File: src/rtl/free_list_pkg.sv
// Shared rename-stage types: physical tag layout and free-list sizing.
// The free list recycles tags 32..63 at reset; 0..31 start out mapped.
package free_list_pkg;

  localparam int PHYS_REG_SZ = 64;
  localparam int ARCH_REG_SZ = 32;
  localparam int FL_DEPTH    = PHYS_REG_SZ - ARCH_REG_SZ;
  localparam int PR_W        = $clog2(PHYS_REG_SZ);

  typedef struct packed {
    logic [PR_W-1:0] phys_reg;
    logic            ready;
  } tag_t;

endpackage

File: src/rtl/free_list.sv
// Circular FIFO of free physical tags: retire pushes, dispatch pops.
// Pointers wrap by compare against DEPTH-1, so DEPTH need not be 2^n.
module free_list
  import free_list_pkg::*;
#(
  parameter int PHYS_REG_SZ = free_list_pkg::PHYS_REG_SZ,
  parameter int ARCH_REG_SZ = free_list_pkg::ARCH_REG_SZ
) (
  input  logic                                  clock,
  input  logic                                  reset,
  input  tag_t                                  push_t,
  input  logic                                  push_en,
  input  logic                                  pop_en,
  output tag_t                                  free_t,
  output logic                                  avail,
  output logic [$clog2(PHYS_REG_SZ-ARCH_REG_SZ+1)-1:0] free_count,
  output logic                                  overflow
);

  localparam int DEPTH = PHYS_REG_SZ - ARCH_REG_SZ;
  localparam int PTR_W = (DEPTH > 1) ? $clog2(DEPTH) : 1;
  localparam int CNT_W = $clog2(DEPTH + 1);

  logic [PR_W-1:0]  entry [DEPTH];
  logic [PTR_W-1:0] head;
  logic [PTR_W-1:0] tail;
  logic [CNT_W-1:0] count;

  logic pop_ok;
  logic push_ok;
  logic full;
  logic unused_ready;

  function automatic logic [PTR_W-1:0] next_ptr(
    input logic [PTR_W-1:0] p
  );
    if (p == PTR_W'(DEPTH - 1)) begin
      return '0;
    end
    return p + 1'b1;
  endfunction

  assign unused_ready = push_t.ready;

  assign full    = (count == CNT_W'(DEPTH));
  assign avail   = (count != '0);
  assign pop_ok  = pop_en && avail;
  // A pop in the same cycle frees a slot, so full + pop still accepts.
  assign push_ok = push_en && (!full || pop_ok);

  assign free_t.phys_reg = entry[head];
  assign free_t.ready    = 1'b0;
  assign free_count      = count;

  always_ff @(posedge clock or negedge reset) begin
    if (!reset) begin
      for (int i = 0; i < DEPTH; i++) begin
        entry[i] <= PR_W'(ARCH_REG_SZ + i);
      end
    end else if (push_ok) begin
      entry[tail] <= push_t.phys_reg;
    end
  end

  always_ff @(posedge clock or negedge reset) begin
    if (!reset) begin
      head     <= '0;
      tail     <= '0;
      count    <= CNT_W'(DEPTH);
      overflow <= 1'b0;
    end else begin
      if (pop_ok) begin
        head <= next_ptr(head);
      end
      if (push_ok) begin
        tail <= next_ptr(tail);
      end
      unique case (1'b1)
        push_ok && !pop_ok: count <= count + 1'b1;
        pop_ok && !push_ok: count <= count - 1'b1;
        default:            count <= count;
      endcase
      if (push_en && !push_ok) begin
        overflow <= 1'b1;
      end
    end
  end

endmodule

File: config.mk
export PLATFORM = sky130hd
export DESIGN_NAME = free_list
export DESIGN_NICKNAME = d
export VERILOG_FILES = /design/src/rtl/free_list_pkg.sv /design/src/rtl/free_list.sv
export SDC_FILE = /design/constraint.sdc
export NUM_CORES = 1
export LEC_CHECK = 0
export CORE_AREA = 2 2 185 187
export CTS_BUF_LIST = sky130_fd_sc_hd__clkbuf_16
export CTS_CLUSTER_SIZE = 40
export DETAILED_ROUTE_END_ITERATION = 12
export DIE_AREA = 0 0 187 189
export PLACE_DENSITY_LB_ADDON = 0.25
export RECOVER_POWER = 50
export SYNTH_ARGS = -nofsm -noshare
export SYNTH_HDL_FRONTEND = slang
export SYNTH_SLANG_ARGS = --single-unit
File: constraint.sdc
create_clock -name clock -period 3.9 [get_ports clock]
set_clock_uncertainty 0.05 [all_clocks]
set_input_delay 0.78 -clock clock [delete_from_list [all_inputs] [get_ports clock]]
set_output_delay 0.78 -clock clock [all_outputs]
set_load 0.05 [all_outputs]
; After elaboration in Yosys (flattened, before gate mapping)
; Cells that the tools add are included.
[word_totals]
register_bits = 209
word_cells = 75
input_bits = 11
output_inout_bits = 15
[classes]
reduce_logical = 12
n_addsub = 4
magnitude_cmp = 3
mux = 15
n_bitwise = 2
eq_ne = 3
[op_table]
columns = operator, count
row1 = bitwise mux 192 bit, 1
row2 = binary-select mux 6 bit (select 5 bit), 1
row3 = demux 6 bit (select 5 bit), 1
row4 = 2-to-1 mux 5 bit, 4
row5 = 2-to-1 mux 6 bit, 3
row6 = "greater-or-equal comparator 6 bit, second input constant", 2
row7 = NOT 5 -> 6 bit, 2
row8 = case mux 6 bit (2 select lines), 1
row9 = "adder 5 x 1 -> 5 bit, second input constant", 2
row10 = "== test 5 bit, second input constant", 2
row11 = "adder 6 x 1 -> 6 bit, second input constant", 1
row12 = "== test 6 bit, second input constant", 1
row13 = logical AND 1 bit, 6
row14 = "less-than comparator 6 x 1 -> 1 bit, second input constant", 1
row15 = nonzero test 6 bit, 1
row16 = "subtractor 6 x 1 -> 6 bit, second input constant", 1
row17 = 2-to-1 mux 1 bit, 4
row18 = logical NOT 1 bit, 3
row19 = nonzero test 2 bit, 1
row20 = logical OR 1 bit, 1

; Logic depth before layout (Yosys ltp)
; Gate-level depths: netlist (run 1).
[depth]
depth_word = 7
mapped_depth = 10

; Worst setup path before layout (run 1)
; OpenSTA, ideal clock, no wires.
[synth_timing]
kind = register to register
start = reg count[0] (netlist: free_count[0])
end = reg count[5] (netlist: free_count[5])
stages_incl_launch_ff = 11
arrival_time_ns = 3.445
setup_time_ns = 0.075
n_path_buf = 1
setup_slack_ns = 0.330
synth_period_minus_slack_ns = 3.570
cell_sequence = dfrtp_1 -> or4_4 -> buf_4 -> o31ai_4 -> inv_1 -> ha_1 -> ha_1 -> or4b_2 -> o311ai_0 -> or3b_2 -> xor2_1
[synth_between]
elab_chain_len = 7
[synth_rtl]
columns = element, line
row1 = from (decl), free_list.sv:27  ; logic [CNT_W-1:0] count;
row2 = from (signal assigned), free_list.sv:69  ; count <= CNT_W'(DEPTH);
row3 = from (signal assigned), free_list.sv:79  ; push_ok && !pop_ok: count <= count + 1'b1;
row4 = from (signal assigned), free_list.sv:80  ; pop_ok && !push_ok: count <= count - 1'b1;
row5 = nonzero test 6 bit (*), free_list.sv:46  ; assign avail = (count != '0);
row6 = logical AND 1 bit (*), free_list.sv:47  ; assign pop_ok = pop_en && avail;
row7 = net pop_ok, free_list.sv:29  ; logic pop_ok;
row8 = logical OR 1 bit, free_list.sv:49  ; assign push_ok = push_en && (!full || pop_ok);
row9 = logical AND 1 bit, free_list.sv:49
row10 = logical NOT 1 bit, free_list.sv:80
row11 = logical AND 1 bit, free_list.sv:80
row12 = case mux 6 bit (2 select lines) / nonzero test 2 bit (equally long branches), --
; The timed path passes the listed nets; every way through them passes the cells marked *.
; A chain may end at the register's enable or synchronous reset.

==> results of run 1 <==
how the worst max path moves through the flow:
stage / startpoint / to / slack (ps) / depth (start not counted)
6_report: head[0] / free_t[5] / 130 / 5
5_1_grt: head[0] / free_t[6] / 30 / 5
4_1_cts: head[0] / free_t[6] / 130 / 5
3_5_place_dp: free_count[0] / free_count[5] / 330 / 9
3_3_place_gp: free_count[0] / free_count[5] / 360 / 9
2_1_floorplan: free_count[0] / free_count[5] / 330 / 10
flip-flops by register name, summed over array words and instances, names as in the netlist:
| register | flops |
|---|---|
| tail | 5 |
| free_count | 6 |
| entry | 192 |
| overflow | 1 |
| head | 5 |
per-stage QoR:
step | util (%) | setup WS [ps] | area [sq um] | hold slack [ps] | cells
CTS | 35.2 | 129 | 11700 | 228 | 1214
floorplan | - | 330 | 10200 | 424 | 724
global placement | 32.8 | 357 | 10900 | 408 | 1169
global route | 35.2 | 31.5 | 11700 | 444 | 1214
finish | 35.2 | 127 | 11700 | 420 | 1214
detailed placement | 32.8 | 326 | 10900 | 395 | 1169
cell usage after synthesis, drive strengths merged (5+ instances only):
cell	instances	share of area [%]
mux4	24	5.3
nand2	35	1.7
dfstp	113	29
nor2	20	0.74
o21ai	11	0.54
ha	12	1.5
a22o	6	0.52
a22oi	12	0.89
buf	17	0.81
clkbuf	29	1.1
mux2i	48	4.7
dfrtp	96	24
a21oi	14	0.69
mux2	196	22
a221oi	6	0.52
nand2b	5	0.31
o311ai	5	0.92
nand3	21	1.0
layer usage:
layer  wire length (um)  part of all wire, %
met1              11200                   48
met2              10900                   47
met3                694                  3.0
met4                485                  2.1
met5                  0                    0
critical path: cells and delay by family (launching register included):
kind            cells  cell delay [ps]
flops               1              680
simple gates        1              220
compound gates      2              710
mux                 1              570
buf+inv             1              240
where the power goes:
| part | internal, W | leakage (nW) | switching [W] | total [W] |
|---|---|---|---|---|
| registers | 0.00350 | 2.39 | 0.000631 | 0.00413 |
| logic | 0.00186 | 2.03 | 0.00191 | 0.00378 |
| clock network | 0.00128 | 0.401 | 0.000879 | 0.00216 |
final cells by class:
class	instances	area share [%]
flip-flops and latches	209	45.9
inverters	4	0.128
repair buffers	44	3.45
clock buffers	25	5.35
clock inverters	19	1.14
well taps	448	4.79
multi-input cells	465	39.2
kinds of logic (layout without fill, tap and decap cells):
kind of cell	count (synthesis)	count (layout)	synth area share, %
other cells	1	1	0.0369
compound gates	68	68	5.49
flops	209	209	52.8
mux	268	268	31.7
xor+xnor	5	5	0.431
simple gates	110	110	5.82
fa+ha+maj	13	13	1.67
buf+inv	50	92	2.03
what timing repair did:
item / 4_1_cts / 5_1_grt
gates resized for setup: 1 / 0
setup endpoints to repair: 5 / 0
setup buffers: 1 / 0
==> impl_metrics.yaml, run 1 <==
critical_path:
  r2r-end: "free_count[5]"
  r2r_start: "free_count[0]"
  worstPathArrival_ps: 2940
  path_cells: "mux4_2 -> a22o_1 -> a221oi_1 -> nand3_1 -> buf_4"
  critical_path_class: "reg2out"
  crit_slowest_cell: "dfrtp_4"
  r2r_slack_ps: 320
  critPathLaunchType: "flip-flop"
  worst_ep_required_time_ps: 3070
  critPathMaxFanout: 16
  cpPeakStageDelay_ps: 680
  rr_worst_depth: 9
  end_kind: "output pin"
timing:
  fmax_mhz: 265
  setup_tns_ps: 0
  worstMarginPinSlew_ps: 3060
  slew_headroom_pct: -104
  period_share_pct: 96.7
  slew_violations: 68
  finalCriticalPeriod_ps: 3770
  setup_violations: 0
  rsz0062_at_grt: "false"
  hold_viol: 0
clocking:
  cts_hold_buf: 0
  cts_tree: "built"
  htreeDepth: 1
  cts.sinks: 209
  cts.reportedPaths.clkPinSlew_ps: 50
  clock_path_buffers: 3
  cts_root_buffer: "clkbuf_16"
  cts_buffers: 24
  insertion_delay_ps: 510
place:
  gp_congestion: 0.737
  io_buffers: 23
  dpl.hpwl_mm: 15.2
yosys:
  synth_seq_cells: 209
  async_flop_share_pct: 100
  seq_area_frac_synth_pct: 52.8
  synth_area_per_cell_sq_um: 14.1
  synth-edff-count: 0
  synth_ff_type: "dfstp_2"
  syn_nets: 748
  synth_cell_types: 49
  syn_inst: 724
  yosys_warnings: 0
  netlist_area_sq_mm: 0.0102
final_layout:
  regArea_sq_mm: 0.00538
  nFillCells: 3260
  final_cell_mix: "196 x mux2_2, 113 x dfstp_2, 95 x dfrtp_1, 48 x mux2i_1, 25 x clkbuf_16"
  syn_to_final_growth_pct: 15.0
  final_nets: 772
  layout-drive-gt1-share_pct: 55.0
  multiInputGateArea_sq_mm: 0.00458
  layout_commonest_cell: "mux2_2"
  insertedDiodeCount: 0
outcome:
  outcome: "finished, violations left"
  violations: "capacitance limit, slew limit"
detailed_routing:
  drtIter0Drc: 283
  drc: 0
  wl_per_cell_um: 19.2
  postRouteAntennaNets: 0
  vias_per_cell: 4.92
  firstDrtPassIters: 4
  wl_mm: 23.3
  vias: 5968
run:
  cap_violations: 1
worst_hold_path:
  hp-class: "reg2reg"
  hp-start: "overflow"
  holdPathStages: 1
  hold_end: "overflow"
global_routing:
  track_usage_pct: 13.4
  grt_pass1_vias: 6343
  grt.met3_usage_pct: 2.21
  top_usage_layer: "met2"
  grt_first_pass_wirelength_mm: 37.4
  met2_usage_pct: 21.9
  grt_max_degree: 79
  use_met1_pct: 18.7
  grt_remaining_overflow: 0
  antenna_found_initial: 0
power_and_ir_drop:
  p_leak_nw: 4.82
  peakVddDrop_mv: 0.519
  powerDensity_mw_per_mm2: 861
  power.total_w: 0.0101
die:
  die_width_um: 187
  core-area_sq_mm: 0.0333
  initial_core_util_pct: 30.6
  num_rows: 67
  ios: 26
  die_area_sq_mm: 0.0353
  die_height_um: 189
Note: power is estimated with default switching activity, not from simulation.
==> run 2, diff against run 1 <==
Settings changed: CTS_CLUSTER_DIAMETER set to 100.
==> impl_metrics.yaml, run 2 (synthesis gave the netlist of run 1 again) <==
run:
  cap_violations: 1
global_routing:
  antenna_found_initial: 0
  grt_max_degree: 79
  grt_first_pass_wirelength_mm: 36.7
  grt_pass1_vias: 6183
  grt_remaining_overflow: 0
  track_usage_pct: 13.2
clocking:
  cts.sinks: 209
  cts_buffers: 9
  cts.reportedPaths.clkPinSlew_ps: 130
  cts_hold_buf: 0
  htreeDepth: 1
  clock_path_buffers: 3
  cts_tree: "built"
  cts_root_buffer: "clkbuf_16"
  insertion_delay_ps: 470
final_layout:
  syn_to_final_growth_pct: 9.80
  largest_reg_flops: 192
  insertedDiodeCount: 0
  layout-drive-gt1-share_pct: 54.6
  final_nets: 757
  layout_commonest_cell: "mux2_2"
  largest-register: "entry"
  final_cell_mix: "196 x mux2_2, 113 x dfstp_2, 95 x dfrtp_1, 48 x mux2i_1, 24 x mux4_2"
detailed_routing:
  drc: 0
  postRouteAntennaNets: 0
  drtIter0Drc: 317
  vias_per_cell: 4.98
  wl_per_cell_um: 19.4
  wl_mm: 23.0
  vias: 5891
  wl_met2_mm: 11.0
  firstDrtPassIters: 4
  wirelength_met1_mm: 10.8
  top_layer_used: "met4"
  dr_wl_met3_um: 751
timing:
  whs_ps: 436
  finalCriticalPeriod_ps: 3760
  slew_violations: 69
  rsz0062_at_grt: "false"
  period_share_pct: 96.4
  worstMarginPinSlew_ps: 1720
  setup_tns_ps: 0
  slew_headroom_pct: -14.9
  setup_violations: 0
  hold_viol: 0
  fmax_mhz: 266
die:
  core-area_sq_mm: 0.0333
  die_width_um: 187
  num_rows: 67
  die_height_um: 189
  die_area_sq_mm: 0.0353
  initial_core_util_pct: 30.6
  ios: 26
critical_path:
  crit_slowest_cell: "dfrtp_4"
  worstPathArrival_ps: 2930
  cp_top_family: "compound AO/OA/AOI/OAI gates"
  path_cells: "mux4_2 -> a22o_1 -> a221oi_1 -> nand3_1 -> buf_4"
  r2r_slack_ps: 290
  critical_path_class: "reg2out"
  worst_ep_required_time_ps: 3070
  end_kind: "output pin"
  crit_buf_inv: 1
  critPathMaxFanout: 16
  cpPeakStageDelay_ps: 700
  r2r-end: "free_count[5]"
  r2r_start: "free_count[0]"
  rr_worst_depth: 9
  critPathLaunchType: "flip-flop"
worst_hold_path:
  hp-class: "reg2reg"
  hp-start: "overflow"
  holdPathStages: 1
  hold_end: "overflow"
power_and_ir_drop:
  p_leak_nw: 4.53
  peakVddDrop_mv: 0.558
  powerDensity_mw_per_mm2: 808
place:
  dpl.hpwl_mm: 15.2
  gp_congestion: 0.737
  io_buffers: 23
outcome:
  outcome: "finished, violations left"
  violations: "capacitance limit, slew limit"
-- run 2: changes by cell type in the layout (fill, tap and decap cells not counted), moves of 2 or more --
cell       previous run  this run
clkbuf_16            25         9
inv_1                11         4
inv_8                 0         2
clkbuf_2              0         2
clkinv_2              4         0
buf_4                24        22
bufinv_16             2         0
clkinv_1              5         1
-- run 2: report_power, final --
| part | total [W] | switching [W] | internal [W] |
|---|---|---|---|
| logic | 0.00377 | 0.00191 | 0.00186 |
| registers | 0.00411 | 0.000628 | 0.00349 |
| clock network | 0.00114 | 0.000701 | 0.000442 |
| total | 0.00902 | 0.00324 | 0.00579 |
-- run 2: worst max-delay path by stage --
stage	start	end	slack, ps	cells past startpoint
after floorplan	free_count[0]	free_count[5]	330	10
after global placement	free_count[0]	free_count[5]	360	9
after detailed placement	free_count[0]	free_count[5]	330	9
after CTS	head[0]	free_t[6]	150	5
after global routing	head[0]	free_t[5]	40	5
final	head[0]	free_t[5]	140	5
-- run 2: metal layers --
layer	global-route usage (%)	up-vias
li1	-	2676
met1	18.7	3125
met2	21.8	72
met3	1.59	18
met4	2.78	0
met5	0	-
-- run 2: area by class of cell --
class | instances | area [sq um]
flip-flops and latches | 209 | 5380
multi-input cells | 465 | 4580
fillers | 3303 | 22100
clock inverters | 4 | 32.5
inverters | 4 | 15.0
clock buffers | 9 | 225
well taps | 448 | 561
repair buffers | 44 | 378
-- run 2: through the flow --
stage                     total power [W]  std cells  cell area, sq um  setup WS, ps  util, %
after CTS                         0.00915       1183             11200           148     33.7
final                             0.00902       1183             11200           139     33.6
after floorplan                   0.00689        724             10200           330        -
after global routing              0.00962       1183             11200          36.3     33.6
after detailed placement          0.00796       1169             10900           326     32.8
after global placement            0.00787       1169             10900           357     32.8
-- run 2: repair_timing --
action / CTS / global route
gates resized for setup: 1 / 0
setup buffers: 1 / 0
endpoints found under the setup margin: 4 / 0
==> run 3, diff against run 2 <==
Settings changed: CTS_CLUSTER_SIZE 40 to unset, GPL_ROUTABILITY_DRIVEN set to 0.
==> impl_metrics.yaml, run 3 (synthesis gave the netlist of run 1 again) <==
outcome:
  outcome: "finished, violations left"
  violations: "capacitance limit, slew limit"
power_and_ir_drop:
  combPwrFrac_pct: 37.5
  switchingPower_w: 0.00344
  p_sw_share_pct: 34.1
  clkPwrFrac_pct: 21.5
  peakVddDrop_mv: 0.520
  seqPwrFrac_pct: 41.0
  power.total_w: 0.0101
  powerDensity_mw_per_mm2: 862
  p_int_w: 0.00665
  p_leak_nw: 4.82
die:
  die_width_um: 187
  die_area_sq_mm: 0.0353
  ios: 26
  die_height_um: 189
  core-area_sq_mm: 0.0333
  num_rows: 67
  initial_core_util_pct: 30.6
timing:
  worstMarginPinSlew_ps: 3040
  fmax_mhz: 266
  rsz0062_at_grt: "false"
  slew_headroom_pct: -103
  hold_viol: 0
  period_share_pct: 96.6
  setup_tns_ps: 0
  setup_violations: 0
  finalCriticalPeriod_ps: 3770
  slew_violations: 68
  setup_ws_ps: 134
global_routing:
  grt_max_degree: 79
  grt_pass1_vias: 6348
  antenna_found_initial: 0
  grt_remaining_overflow: 0
  grt_first_pass_wirelength_mm: 37.4
  track_usage_pct: 13.4
place:
  io_buffers: 23
  place_ws_ps: 326
  dpl.hpwl_mm: 15.2
  post_dp_cell_area_sq_mm: 0.0109
  place_inst: 1169
final_layout:
  fin_area_sq_mm: 0.0117
  final_cell_mix: "196 x mux2_2, 113 x dfstp_2, 95 x dfrtp_1, 48 x mux2i_1, 25 x clkbuf_16"
  largest-register: "entry"
  syn_to_final_growth_pct: 15.0
  layout-drive-gt1-share_pct: 54.8
  layout_commonest_cell: "mux2_2"
  instances_no_fill: 1214
  final_nets: 772
  largest_reg_flops: 192
  insertedDiodeCount: 0
critical_path:
  cp_top_family: "compound AO/OA/AOI/OAI gates"
  worstPathArrival_ps: 2940
  worst_ep_required_time_ps: 3070
  path_cells: "mux4_2 -> a22o_1 -> a221oi_1 -> nand3_1 -> buf_4"
  end_kind: "output pin"
  critical_path_class: "reg2out"
  crit_slowest_cell: "dfrtp_4"
  critPathLaunchType: "flip-flop"
  crit_buf_inv: 1
  critPathMaxFanout: 16
  r2r_slack_ps: 320
  cpPeakStageDelay_ps: 670
detailed_routing:
  vias_per_cell: 4.94
  vias: 6001
  wl_mm: 23.4
  wl_per_cell_um: 19.2
  drc: 0
  postRouteAntennaNets: 0
  firstDrtPassIters: 4
  drtIter0Drc: 257
clocking:
  clock_path_buffers: 3
  cts_buffers: 24
  cts.sinks: 209
  cts_root_buffer: "clkbuf_16"
  insertion_delay_ps: 510
  cts_tree: "built"
  cts.reportedPaths.clkPinSlew_ps: 60
  htreeDepth: 1
run:
  cap_violations: 1
worst_hold_path:
  hp-class: "reg2reg"
[run 3: final cells by class]
class,instances,area [sq um]
Sequential cell,209,5380
Clock buffer,25,626
Tap cell,448,561
Timing Repair Buffer,44,404
Inverter,4,15.0
Fill cell,3260,21600
Multi-Input combinational cell,465,4580
Clock inverter,19,133
[run 3: worst paths after layout]
check | depth (start not counted) | end | start
setup reg to reg | 9 | free_count[5] | free_count[0]
setup / recovery | 5 | free_t[5] | head[0]
min in group asynchronous | 1 | entry[87] | reset
max in group asynchronous | 2 | entry[36] | reset
hold / removal | 1 | overflow | overflow
hold reg to reg | 1 | overflow | overflow
[run 3: power groups by stage]
stage / Combinational, W / Clock [W] / Sequential, W
2_1_floorplan: 0.00287 / 0 / 0.00402
3_3_place_gp: 0.00370 / 0 / 0.00417
3_5_place_dp: 0.00376 / 0 / 0.00420
4_1_cts: 0.00384 / 0.00225 / 0.00413
5_1_grt: 0.00410 / 0.00233 / 0.00428
6_report: 0.00378 / 0.00217 / 0.00413
[run 3: layer usage]
metal  wire [um]  GRT usage [%]  vias up
met5           0              0        -
met4         514           3.60        0
met3         695           2.11       37
met2       10800           21.9       81
met1       11300           18.7     3151
li1            -              -     2732
[run 3: through the flow]
stage / hold WS (ps) / utilization, %
after floorplan: 424 / -
after global placement: 408 / 32.8
after detailed placement: 395 / 32.8
after CTS: 228 / 35.2
after global routing: 446 / 35.1
final: 422 / 35.1
[run 3: worst register-to-register path, cell delays in order, from the launching register on]
cell and delay [ps]:
dfrtp_1 460, or4_4 700, o31ai_4 450, inv_1 90, ha_1 330, ha_1 360
or4b_2 630, o311ai_0 100, or3b_2 190, xor2_1 150
[run 3: what timing repair did]
action | CTS | global route
setup buffers | 1 | 0
setup endpoints to repair | 5 | 0
resized for setup | 1 | 0
hold endpoints to repair | 0 | 0
hold buffers | 0 | 0
